--- src/rtl/mult_sequencer_pkg.sv ---
// mult_sequencer_pkg: shared widths, constants and FSM state type for the sequential multiplier
package mult_sequencer_pkg;
  localparam int DW_DEFAULT = 8;
  localparam int DW_2_DEFAULT = 2 * DW_DEFAULT;
  function automatic int cnt_width(input int w);
    return (w < 2) ? 1 : $clog2(w);
  endfunction
  localparam int CNT_W = cnt_width(DW_DEFAULT);
  localparam int ONE = 1;
  localparam int ZERO = 0;
  localparam logic BIT_ONE = 1'b1;
  typedef enum logic [2:0] {IDLE, LOAD, MULT, FIX, DONE} state_t;
endpackage

--- src/rtl/mult_sequencer_if.sv ---
// mult_sequencer_if: start/ready request plus result bus of the multiplier
// master drives start/multiplicand/multiplier; slave drives ready/busy/done/sign/result
interface mult_sequencer_if import mult_sequencer_pkg::*; #(parameter int DW = DW_DEFAULT);
  logic start;
  logic [DW-1:0] multiplicand;
  logic [DW-1:0] multiplier;
  logic ready;
  logic busy;
  logic done;
  logic sign;
  logic [2*DW-1:0] result;
  modport master(output start, multiplicand, multiplier, input ready, busy, done, sign, result);
  modport slave(input start, multiplicand, multiplier, output ready, busy, done, sign, result);
endinterface

--- src/rtl/mult_sequencer_datapath.sv ---
// mult_datapath: operand magnitudes, shift-add accumulator, iteration count and sign fix
// ports: clk, rst (async high), load/step/fix strobes, a/b operands, count_last, sign, result
// SIGNED_MODE_EN selects two's-complement operands; otherwise operands are unsigned
module mult_datapath import mult_sequencer_pkg::*; #(parameter int DW = DW_DEFAULT) (
  input  logic clk,
  input  logic rst,
  input  logic load,
  input  logic step,
  input  logic fix,
  input  logic [DW-1:0] a,
  input  logic [DW-1:0] b,
  output logic count_last,
  output logic sign,
  output logic [2*DW-1:0] result
);
  localparam int DW_2 = 2 * DW;
  localparam int CW = cnt_width(DW);
  logic [DW_2-1:0] mcand;
  logic [DW_2-1:0] acc;
  logic [DW-1:0] mq;
  logic [DW-1:0] mag_a;
  logic [DW-1:0] mag_b;
  logic [CW-1:0] cnt;
`ifdef SIGNED_MODE_EN
  logic neg;
  // the most negative operand maps to 2^(DW-1), still representable unsigned
  assign mag_a = a[DW-1] ? ~a + DW'(ONE) : a;
  assign mag_b = b[DW-1] ? ~b + DW'(ONE) : b;
`else
  assign mag_a = a;
  assign mag_b = b;
`endif
  assign count_last = cnt == CW'(DW - ONE);
  always_ff @(posedge clk or posedge rst)
    if (rst) begin
      mcand <= '0;
      acc <= '0;
      mq <= '0;
      cnt <= '0;
      result <= '0;
      sign <= 1'b0;
`ifdef SIGNED_MODE_EN
      neg <= 1'b0;
`endif
    end else begin
      if (load) begin
        mcand <= DW_2'(mag_a);
        mq <= mag_b;
        acc <= '0;
        cnt <= CW'(ZERO);
`ifdef SIGNED_MODE_EN
        neg <= a[DW-1] ^ b[DW-1];
`endif
      end else if (step) begin
        acc <= mq[0] ? acc + mcand : acc;
        mcand <= mcand << 1;
        mq <= mq >> 1;
        cnt <= cnt + CW'(ONE);
      end
      if (fix) begin
`ifdef SIGNED_MODE_EN
        result <= neg ? ~acc + DW_2'(ONE) : acc;
        // a zero product is never reported as negative
        sign <= neg & (acc != '0);
`else
        result <= acc;
        sign <= 1'b0;
`endif
      end
    end
endmodule

--- src/rtl/mult_sequencer.sv ---
// mult_sequencer: handshake FSM driving a DW-cycle shift-add multiplier datapath
// ports: clk, rst (async high), io (mult_sequencer_if.slave: start, operands, ready/busy/done/sign/result)
// SIGNED_MODE_EN selects signed operation in mult_datapath; latency is DW+3 either way
module mult_sequencer import mult_sequencer_pkg::*; #(parameter int DW = DW_DEFAULT) (
  input logic clk,
  input logic rst,
  mult_sequencer_if.slave io
);
  state_t state;
  logic load;
  logic step;
  logic fix;
  logic count_last;
  assign load = state == LOAD;
  assign step = state == MULT;
  assign fix = state == FIX;
  always_ff @(posedge clk or posedge rst)
    if (rst) begin
      state <= IDLE;
      io.ready <= BIT_ONE;
      io.busy <= 1'b0;
      io.done <= 1'b0;
    end else begin
      case (state)
        IDLE: if (io.start) begin
          state <= LOAD;
          io.ready <= 1'b0;
          io.busy <= BIT_ONE;
        end
        LOAD: state <= MULT;
        MULT: if (count_last) state <= FIX;
        FIX: begin
          state <= DONE;
          io.busy <= 1'b0;
          io.done <= BIT_ONE;
        end
        DONE: begin
          state <= IDLE;
          io.done <= 1'b0;
          io.ready <= BIT_ONE;
        end
        default: begin
          state <= IDLE;
          io.ready <= BIT_ONE;
          io.busy <= 1'b0;
          io.done <= 1'b0;
        end
      endcase
    end
  mult_datapath #(.DW(DW)) u_dp (
    .clk(clk),
    .rst(rst),
    .load(load),
    .step(step),
    .fix(fix),
    .a(io.multiplicand),
    .b(io.multiplier),
    .count_last(count_last),
    .sign(io.sign),
    .result(io.result)
  );
endmodule

--- src/flat_wrapper.sv ---
// flat-port wrapper written by rule: the top's interface ports become plain ports
module mult_sequencer_flat import mult_sequencer_pkg::*;
#(parameter int DW = DW_DEFAULT)
  (clk, rst, io_start, io_multiplicand, io_multiplier, io_ready, io_busy, io_done, io_sign, io_result);
  mult_sequencer_if #(.DW(DW)) io_i ();
  input logic clk;
  input logic rst;
  input wire logic [$bits(io_i.start)-1:0] io_start;
  input wire logic [$bits(io_i.multiplicand)-1:0] io_multiplicand;
  input wire logic [$bits(io_i.multiplier)-1:0] io_multiplier;
  output wire logic [$bits(io_i.ready)-1:0] io_ready;
  output wire logic [$bits(io_i.busy)-1:0] io_busy;
  output wire logic [$bits(io_i.done)-1:0] io_done;
  output wire logic [$bits(io_i.sign)-1:0] io_sign;
  output wire logic [$bits(io_i.result)-1:0] io_result;
  assign io_i.start = io_start;
  assign io_i.multiplicand = io_multiplicand;
  assign io_i.multiplier = io_multiplier;
  assign io_ready = io_i.ready;
  assign io_busy = io_i.busy;
  assign io_done = io_i.done;
  assign io_sign = io_i.sign;
  assign io_result = io_i.result;
  mult_sequencer #(.DW(DW)) u_core (.clk(clk), .rst(rst), .io(io_i));
endmodule
--- config.mk ---
export PLATFORM = sky130hd
export DESIGN_NAME = mult_sequencer_flat
export DESIGN_NICKNAME = d
export VERILOG_FILES = /design/src/rtl/mult_sequencer_pkg.sv /design/src/rtl/mult_sequencer_if.sv /design/src/rtl/mult_sequencer_datapath.sv /design/src/rtl/mult_sequencer.sv /design/src/flat_wrapper.sv
export SDC_FILE = /design/constraint.sdc
export NUM_CORES = 1
export LEC_CHECK = 0
export ABC_CLOCK_PERIOD_IN_PS = 3950
export CORE_MARGIN = 10
export CORE_UTILIZATION = 40
export CTS_CLUSTER_DIAMETER = 200
export DETAILED_ROUTE_END_ITERATION = 6
export GPL_TIMING_DRIVEN = 0
export PLACE_DENSITY = 0.67
export SETUP_SLACK_MARGIN = 0.3
export SYNTH_ARGS = -nofsm -noshare
export SYNTH_HDL_FRONTEND = slang
export SYNTH_SLANG_ARGS = --single-unit
--- constraint.sdc ---
create_clock -name clk -period 3.95 [get_ports clk]
set_clock_uncertainty 0.15 [all_clocks]
set_input_delay 0.395 -clock clk [delete_from_list [all_inputs] [get_ports clk]]
set_output_delay 0.395 -clock clk [all_outputs]
set_load 0.02 [all_outputs]
# Word-level counts from Yosys, hierarchy flattened
# Cells that the tools add are included.
[totals] output_inout_bits=20 word_cells=47 reg_bits=65
[op_classes] mux=17 reduce_logical=10 add_sub_neg=2 n_bitwise=2 n_eq_ne=7
[op_table] cell="2-to-1 mux 16 bit" count=5
[op_table] cell="adder 16 bit" count=1
[op_table] cell="2-to-1 mux 8 bit" count=2
[op_table] cell="2-to-1 mux 3 bit" count=4
[op_table] cell="one-hot mux 3 bit (4 select lines)" count=1
[op_table] cell="OR reduction 3 bit" count=3
[op_table] cell="AND reduction 2 bit" count=4
[op_table] cell="== test 3 x 2 -> 1 bit (second input constant)" count=2
[op_table] cell="== test 3 bit (second input constant)" count=2
[op_table] cell="one-hot mux 1 bit (2 select lines)" count=3
[op_table] cell="inequality test 2 bit (second input constant)" count=2
[op_table] cell="nonzero test 2 bit" count=2
[op_table] cell="adder 3 x 1 -> 3 bit (second input constant)" count=1
[op_table] cell="== test 3 x 1 -> 1 bit (second input constant)" count=1
[op_table] cell="logical NOT 3 bit" count=1
[op_table] cell="2-to-1 mux 1 bit" count=2
[op_table] cell="NOT 1 bit" count=2

# Logic depth before layout (Yosys ltp)
[depth] word_depth=4 ltp_mapped=7

# Cells and area by module
# Synthesis repeated with hierarchy kept, for this count alone.
[unflattened] hier_cells=330 area_unflattened_um2=3497.1
[by_module_without_submodules] module="mult_datapath" area_each_um2=3210.6 seq_area_each_um2=1476.4 n_inst=1 cells_each=303
[by_module_without_submodules] module="mult_sequencer" area_each_um2=286.5 seq_area_each_um2=151.4 n_inst=1 cells_each=27

# Worst setup path after synthesis
# OpenSTA, ideal clock, no wires.
[synth_timing] path_type="register to register" startpoint="register u_core.u_dp.mcand[0]" endpoint="register u_core.u_dp.acc[10]" synth_period_minus_slack_ps=2321 path_buffers=0 slack_ps=1629 path_stages_with_launch=8 t_arrival_ps=2039 path_cell_list="dfrtp_1 -> ha_1 -> fa_1 -> a21oi_1 -> o211ai_2 -> a31oi_2 -> nor4_1 -> or3_1"
[synth_via] elab_chain_len=4
[synth_rtl] element="start: declaration" line="mult_sequencer_datapath.sv:18" rtl="logic [DW_2-1:0] mcand;"
[synth_rtl] element="start signal: assignment" line="mult_sequencer_datapath.sv:47" rtl="mcand <= DW_2'(mag_a);"
[synth_rtl] element="start signal: assignment" line="mult_sequencer_datapath.sv:56" rtl="mcand <= mcand << 1;"
[synth_rtl] element="adder 16 bit" line="mult_sequencer_datapath.sv:55" rtl="acc <= mq[0] ? acc + mcand : acc;"
[synth_rtl] element="2-to-1 mux 16 bit" line="mult_sequencer_datapath.sv:55"
[synth_rtl] element="2-to-1 mux 16 bit" line="mult_sequencer_datapath.sv:54" rtl="end else if (step) begin"
[synth_rtl] element="2-to-1 mux 16 bit" line="mult_sequencer_datapath.sv:46" rtl="if (load) begin"
[synth_rtl] element="end signal: assignment" line="mult_sequencer_datapath.sv:55"
[synth_rtl] element="end: declaration" line="mult_sequencer_datapath.sv:19" rtl="logic [DW_2-1:0] acc;"
# No other way between the ends. The select of a mux whose other input is x is not followed.
# A chain may end at the register's enable or synchronous reset.

# Final worst setup path
[layout_timing] startpoint="register u_core.u_dp.mcand[0]" endpoint="register u_core.u_dp.acc[12]"
# The elaborated chain is that of the path after synthesis.

==> out/metrics.yaml <==
slew_headroom: 0.580
grt_max_degree: 40
wl_met3_um: 354
crit_arrival_ps: 2730
clock_sinks: 65
ys_warn_count: 0
clkLatencyLatePin_ps: 350
synthToLayoutAreaGrowth_pct: 21.7
cts_tree: "yes"
slew_violations: 0
num_vias: 2621
total_power_mw: 3.11
grt_first_pass_wirelength_um: 13200
min_period_ps: 2650
cp.required_ps: 4030
clkSlewWorstSetupHoldPaths_ps: 70
synth_ff_type: "dfrtp_1"
vias_per_cell: 5.29
cp-start-kind: "flip-flop"
outcome: "finished, final reports clean"
end_kind: "flip-flop"
max-clock-path-buffers: 2
grt_use_total: 0.125
die_w_um: 111
hold_viol: 0
power_density_nw_per_um2: 769
critical_path.max_fanout: 7
die_area_sq_um: 12300
met2WireLength_um: 3550
drc: 0
critical_path_class: "reg -> reg"
seqCellArea_sq_um: 1630
cts_setup_buffers: 0
fmax_mhz: 377
fp.dieH_um: 111
final_cell_mix: "nand2_1 (86), dfrtp_1 (64), clkdlybuf4s50_1 (37)"
antenna_found_initial: 0
ys_top_cells_by_area: "dfrtp_1 (48%), nand2_1 (9.7%), ha_1 (6.4%), o21ai_0 (3.2%), a22o_1 (3.2%)"
yosysTopAreaCell: "dfrtp_1"
cts_buffers: 9
reg2regPathDepth: 7
synth-edff-count: 0
final_common_cell: "nand2_1"
top_layer: "met4"
gp_congestion: 0.846
async_flop_share: 1.00
cts-hold-fix-buffers: 0
ir_worst_vdd_v: 0.000337
drtPass1Iterations: 4
hp-class: "in -> async"
post-route-period-util: 0.672
final-setup-viol-count: 0
cts_root_buffer: "clkbuf_8"
max_cap_viol_count: 0
hpwl_um: 5530
cts_htree_levels: 3
grt-ovfl-total: 0
wl_met1_um: 3580
synth_cells: 336
syn_area_sq_um: 3320
final_util: 0.497
drive_gt1_frac: 0.0949
coreArea_sq_um: 8130
p_leak_nw: 1.94
cts_resized: 0
yosys_register_bits: 65
drt-initial-drc-count: 108
wl_per_cell_um: 15.3
ys_types: 56
synth_top_area_frac: 0.482
antennaDiodeCount: 0
io_pins: 39
route.antenna.remaining_nets: 0
synth_nets: 373
ys_seq_area_frac: 0.490
io_buffers: 37
rsz0062_at_grt: "no"
start_util: 0.408
fillCellCount: 748
syn_area_per_cell_sq_um: 9.89
rows: 33
fin_nets: 422
tns_ps: 0
grt_pass1_vias: 2712
multi_input_area_sq_um: 1590
worst_pin_slew_ps: 628
wl_um: 7570
## cell type report
type,instances,share of cell area
Buffer,16,0.0183
Clock buffer,13,0.0393
Clock inverter,3,0.00990
Inverter,7,0.00650
Multi-Input combinational cell,248,0.394
Sequential cell,65,0.403
Tap cell,105,0.0325
Timing Repair Buffer,38,0.0966
## flip-flops by register name, summed over array words and instances (netlist names)
| name | flops |
|---|---|
| u_core.u_dp.result | 16 |
| u_core.io.done | 1 |
| u_core.u_dp.mcand | 16 |
| u_core.io.ready | 1 |
| u_core.state | 3 |
| u_core.io.busy | 1 |
| u_core.u_dp.mq | 8 |
| u_core.u_dp.cnt | 3 |
| u_core.u_dp.acc | 16 |
## cell usage after synthesis (2+ instances only)
master and instances:
a211oi_1 3, nand3_1 15, a22oi_1 8, mux2i_1 6
ha_1 17, buf_2 5, o211ai_1 3, mux2_2 2
dfrtp_1 64, xnor2_1 3, nor2_1 6, o2bb2ai_1 2
xor2_1 4, clkbuf_1 9, o21ai_0 21, inv_1 6
a21o_1 4, a22o_1 12, a211o_1 3, a21oi_1 10
o21a_1 5, o2111a_1 2, nand2_1 86, nor3b_1 2
nand2b_1 3, buf_4 2, and3_1 4
## metal layers
metal,vias up,GRT usage
met1,1260,0.157
met5,-,0
met4,0,0.0394
met3,10,0.0363
met2,54,0.202
li1,1297,-
## final timing paths
path / startpoint / to / slack (ps)
worst min-delay path: rst / u_core.u_dp.mq[1] / 280
min in group clk: u_core.u_dp.result[14] / u_core.u_dp.result[14] / 320
worst min register to register: u_core.u_dp.result[14] / u_core.u_dp.result[14] / 320
max in group asynchronous: rst / u_core.u_dp.result[3] / 2760
worst max register to register: u_core.u_dp.mcand[0] / u_core.u_dp.acc[12] / 1300
worst max-delay path: u_core.u_dp.mcand[0] / u_core.u_dp.acc[12] / 1300
## worst max-delay path: stages, from the launching register on
cell	delay, ps
dfrtp_1	420
ha_1	250
fa_1	410
a21oi_1	290
o211ai_2	140
a31oi_2	420
o21ai_0	170
a211o_1	290
## power breakdown
part | total [mW] | internal, mW | leakage (nW) | switching, mW
sequential | 1.13 | 0.937 | 0.856 | 0.190
combinational | 1.40 | 0.588 | 0.976 | 0.810
clock | 0.583 | 0.325 | 0.103 | 0.258
total | 3.11 | 1.85 | 1.94 | 1.26
## cell families (layout without fill, tap and decap cells)
logic type,Yosys count,count (layout),share of synthesized area
AO/OA/AOI/OAI,88,88,0.197
XOR/XNOR,7,7,0.0185
adder cells (fa/ha/maj),18,18,0.0701
buffers and inverters,23,77,0.0301
flip-flops,65,65,0.490
multiplexers,8,8,0.0249
other,1,1,0.00113
AND/OR/NAND/NOR,126,126,0.168
## stage by stage
step,area (sq um),cells,hold slack [ps],worst slack (ps)
6_report,4040,495,277,1300
5_1_grt,4040,495,319,1100
4_1_cts,4040,495,284,1270
3_5_place_dp,3840,479,313,1310
3_3_place_gp,3820,478,308,627
2_1_floorplan,3320,336,296,1630
(Power assumes the default switching activity.)
==> RTL edit 1: new RTL, same settings <==
Reset style: synchronous (`rst`), changed in 2 clocked blocks. Comments in the files are not updated.
--- a/src/rtl/mult_sequencer_datapath.sv
+++ b/src/rtl/mult_sequencer_datapath.sv
@@ -31,7 +31,7 @@
   assign mag_b = b;
 `endif
   assign count_last = cnt == CW'(DW - ONE);
-  always_ff @(posedge clk or posedge rst)
+  always_ff @(posedge clk)
     if (rst) begin
       mcand <= '0;
       acc <= '0;
--- a/src/rtl/mult_sequencer.sv
+++ b/src/rtl/mult_sequencer.sv
@@ -14,7 +14,7 @@
   assign load = state == LOAD;
   assign step = state == MULT;
   assign fix = state == FIX;
-  always_ff @(posedge clk or posedge rst)
+  always_ff @(posedge clk)
     if (rst) begin
       state <= IDLE;
       io.ready <= BIT_ONE;
Behaviour: differs if rst is asserted again (counterexample within 4 cycles, from zero or initial values and one cycle with rst high); with rst held inactive, the same outputs for 10 cycles.
==> RTL edit 1 against the original RTL <==
- maximum frequency decreased by 8.0%
- design area down 2.7%
- sequential cell count unchanged
- setup slack worse by 0.23 ns
- wire length grew 6.5%
- area after synthesis fell by 3.9%
- final cell count is 11% higher
- die area is 3.2% lower
- critical path type unchanged
Power is not compared: it rests on default switching activity, and its combinational part moved more than twofold at a synthesized area within 25%.
==> RTL edit 1: results (changes against the original RTL) <==
worst slew pin tran=0.589 ns (-0.0387 ns); critical register-to-register path endpoint=u_core.u_dp.acc[14]; Total Routing Usage GR=14.1% (+1.6 points); Worst Path Arrival=2.98 ns (+0.25 ns); Post-DP Area=0.00369 mm² (-4.0%); M1 WL=3720 µm (+4.2%); synth warn=0 (unchanged); synth cell count leaders=nand2_1 (81), dfxtp_1 (65), a21oi_1 (53); routing usage on met3=2.98% (-0.64 points); grt met2 use=22.2% (+2.0 points); average cell area after synthesis=8.08 µm² (-18%); Syn Nets=432 (+16%); Via density=5.25 (-0.90%); Reg area=0.00130 mm² (-20%); # Taps=102 (-2.9%); count of non-CTS buffers in the layout=61 (+13%); clock buffers=9 (-4); routability cong.=0.891 (+5.3%); Final #Nets=480 (+14%); status=complete, no violations; synthesized-area fraction occupied by adder cells=7.29% (+0.28 points); post-synthesis sequential area ratio=40.8% (-8.2 points); DP Wirelength=6040 µm (+9.2%); maximum fanout along the worst path=3 (-4); clock network area share=6.17% (+1.2 points); global-route wire length before repair=13,400 µm (+1.5%); crit path capture=u_core.u_dp.acc[14]; largest net degree at the start of global routing=13 (-68%); synth top area cells=dfxtp_1 (41%), nand2_1 (9.5%), a21oi_1 (8.3%); critical path's slowest cell=o31ai_1; DR WL met3=387 µm (+9.3%); routed wl met2=3780 µm (+6.6%); Multi-input comb cells=302 (+22%); Non-clock inverters=4 (-3); Synth Area in XOR/XNOR=1.37% (-0.47 points); share of layout cells above drive strength 1=5.36% (-4.1 points); Worst path max stage delay=0.48 ns (+0.06 ns); Post-Layout Cell Count=550 (+11%); Period minus WS final=2.88 ns (+0.232 ns); # fillers=740 (-1.1%); number of global-route vias before repair=2,752 (+1.5%); area delta synth->final=23.2%; worst min-delay path class=reg2reg; M1 GR Usage=18.1% (+2.4 points); Synth Area in Compound Gates=19.9% (+0.21 points); post-synth cell types=50 (-11%); FF-to-FF path depth=8 (+1); reg-to-reg startpoint=u_core.u_dp.mcand[0]
==> RTL edit 1: cell count changes in the layout (fill, tap and decap cells not counted), moves of 12 or more <==
cell / delta
a21oi_1: +43
dfxtp_1: +65
a211oi_1: +12
dfrtp_1: -64
nor2_1: +31
a22o_1: -12
==> RTL edit 1: worst min-delay path by stage <==
stage / startpoint / endpoint / slack, ns / depth (start not counted)
after global routing: u_core.u_dp.result[3] / u_core.u_dp.result[3] / 0.32 / 2
after CTS: u_core.u_dp.result[9] / u_core.u_dp.result[9] / 0.31 / 2
final: u_core.u_dp.result[9] / u_core.u_dp.result[9] / 0.30 / 2
after floorplan: u_core.u_dp.cnt[1] / u_core.u_dp.cnt[1] / 0.29 / 2
after global placement: u_core.u_dp.result[3] / u_core.u_dp.result[3] / 0.29 / 2
after detailed placement: u_core.u_dp.result[9] / u_core.u_dp.result[9] / 0.30 / 2
==> RTL edit 2: new RTL, same settings <==
Without the edit above. Build with the macro `SIGNED_MODE_EN` defined.
--- a/src/rtl/mult_sequencer_datapath.sv
+++ b/src/rtl/mult_sequencer_datapath.sv
@@ -1,6 +1,8 @@
 // mult_datapath: operand magnitudes, shift-add accumulator, iteration count and sign fix
 // ports: clk, rst (async high), load/step/fix strobes, a/b operands, count_last, sign, result
 // SIGNED_MODE_EN selects two's-complement operands; otherwise operands are unsigned
+`define SIGNED_MODE_EN
+
 module mult_datapath import mult_sequencer_pkg::*; #(parameter int DW = DW_DEFAULT) (
   input  logic clk,
   input  logic rst,
Check against the original RTL: same outputs for any inputs over 10 cycles, from zero or initial values and one cycle with rst high; that may be too few to reach the edited logic, so the function may still have changed.
==> RTL edit 2 against the original RTL <==
- final cell count increased by 22%
- global-route usage grew 1.0 points
- maximum frequency increased by 3.5%
- setup slack gained 0.089 ns
- total power is 15% higher
- wire length up 21%
- area after synthesis is 18% higher
- design area is 16% higher
- hold slack better by 0.018 ns
- sequential cell count up 2
==> RTL edit 2: results (changes against the original RTL) <==
status=complete, no violations; WL final=9130 µm (+21%); post-synthesis sequential area ratio=42.8% (-6.2 points); Post-Layout Cell Count=602 (+22%); grt met2 use=21.5% (+1.3 points); synth cell count leaders=dfrtp_1 (66), nand2_1 (59), o21ai_0 (48); input/output buffers=36 (-2.7%); Peak VDD IR=0.212 mV (-37%); Internal=0.00209 W (+13%); average cell area after synthesis=9.43 µm² (-4.7%); Slew headroom=44.9% (-13 points); worst slack, placed=1.41 ns (+0.0984 ns); M1 GR Usage=17.6% (+1.9 points); Total Routing Usage GR=13.6% (+1.0 points); post-synth cell types=57 (+1.8%); worst min-delay path class=in2reg; routing usage on met3=3.64% (+0.012 points); leakage=2.08 nW (+7.4%); synthesized-area fraction occupied by adder cells=6.89% (-0.11 points); Post-DP Area=0.00447 mm² (+16%); share of layout cells above drive strength 1=6.61% (-2.9 points); Vias=3,168 (+21%); Syn Nets=456 (+22%); Synth Area in Compound Gates=20.8% (+1.1 points); maximum fanout along the worst path=6 (-1); # fillers=958 (+28%)
[RTL edit 2: changes by cell type after synthesis, moves of 8 or more]
cell      unedited run  this run
nand2_1             86        59
o21ai_0             21        48
xor2_1               4        19
nor2_1               6        17
xnor2_1              3        14
o31ai_1              1        10
clkbuf_1             9        17
inv_1                6        14
mux2i_1              6        14
[RTL edit 2: final timing paths]
kind | from | to | slack [ns] | cells past startpoint
worst min-delay path | io_multiplier[7] | u_core.u_dp.mq[7] | 0.30 | 3
max in group asynchronous | rst | u_core.io.ready | 2.66 | 3
worst max register to register | u_core.u_dp.mcand[0] | u_core.u_dp.acc[10] | 1.39 | 7
worst min register to register | u_core.u_dp.sign | u_core.u_dp.sign | 0.32 | 2
worst max-delay path | u_core.u_dp.mcand[0] | u_core.u_dp.acc[10] | 1.39 | 7
min in group asynchronous | rst | u_core.state[2] | 0.31 | 2
[RTL edit 2: layout make-up]
class,count,area (µm²),share of cell area (%)
clock inverter,4,72.6,1.55
inverter,14,52.6,1.12
buffer,21,83.8,1.79
multi-input combinational,314,2110,44.9
tap,133,166,3.54
clock buffer,12,155,3.30
sequential,67,1680,35.7
timing repair buffer,37,380,8.10
[RTL edit 2: layer usage]
| metal | routed length, µm | up-vias |
|---|---|---|
| met5 | 0 | - |
| met4 | 120 | 0 |
| met3 | 378 | 12 |
| met2 | 4270 | 47 |
| met1 | 4370 | 1509 |
| li1 | - | 1600 |
[RTL edit 2: power groups by stage]
stage | Clock (W) | Combinational [W] | Sequential, W
5_1_grt | 0.000703 | 0.00197 | 0.00123
3_5_place_dp | 0 | 0.00176 | 0.00120
4_1_cts | 0.000661 | 0.00176 | 0.00119
2_1_floorplan | 0 | 0.00118 | 0.00123
3_3_place_gp | 0 | 0.00172 | 0.00119
6_report | 0.000648 | 0.00174 | 0.00119
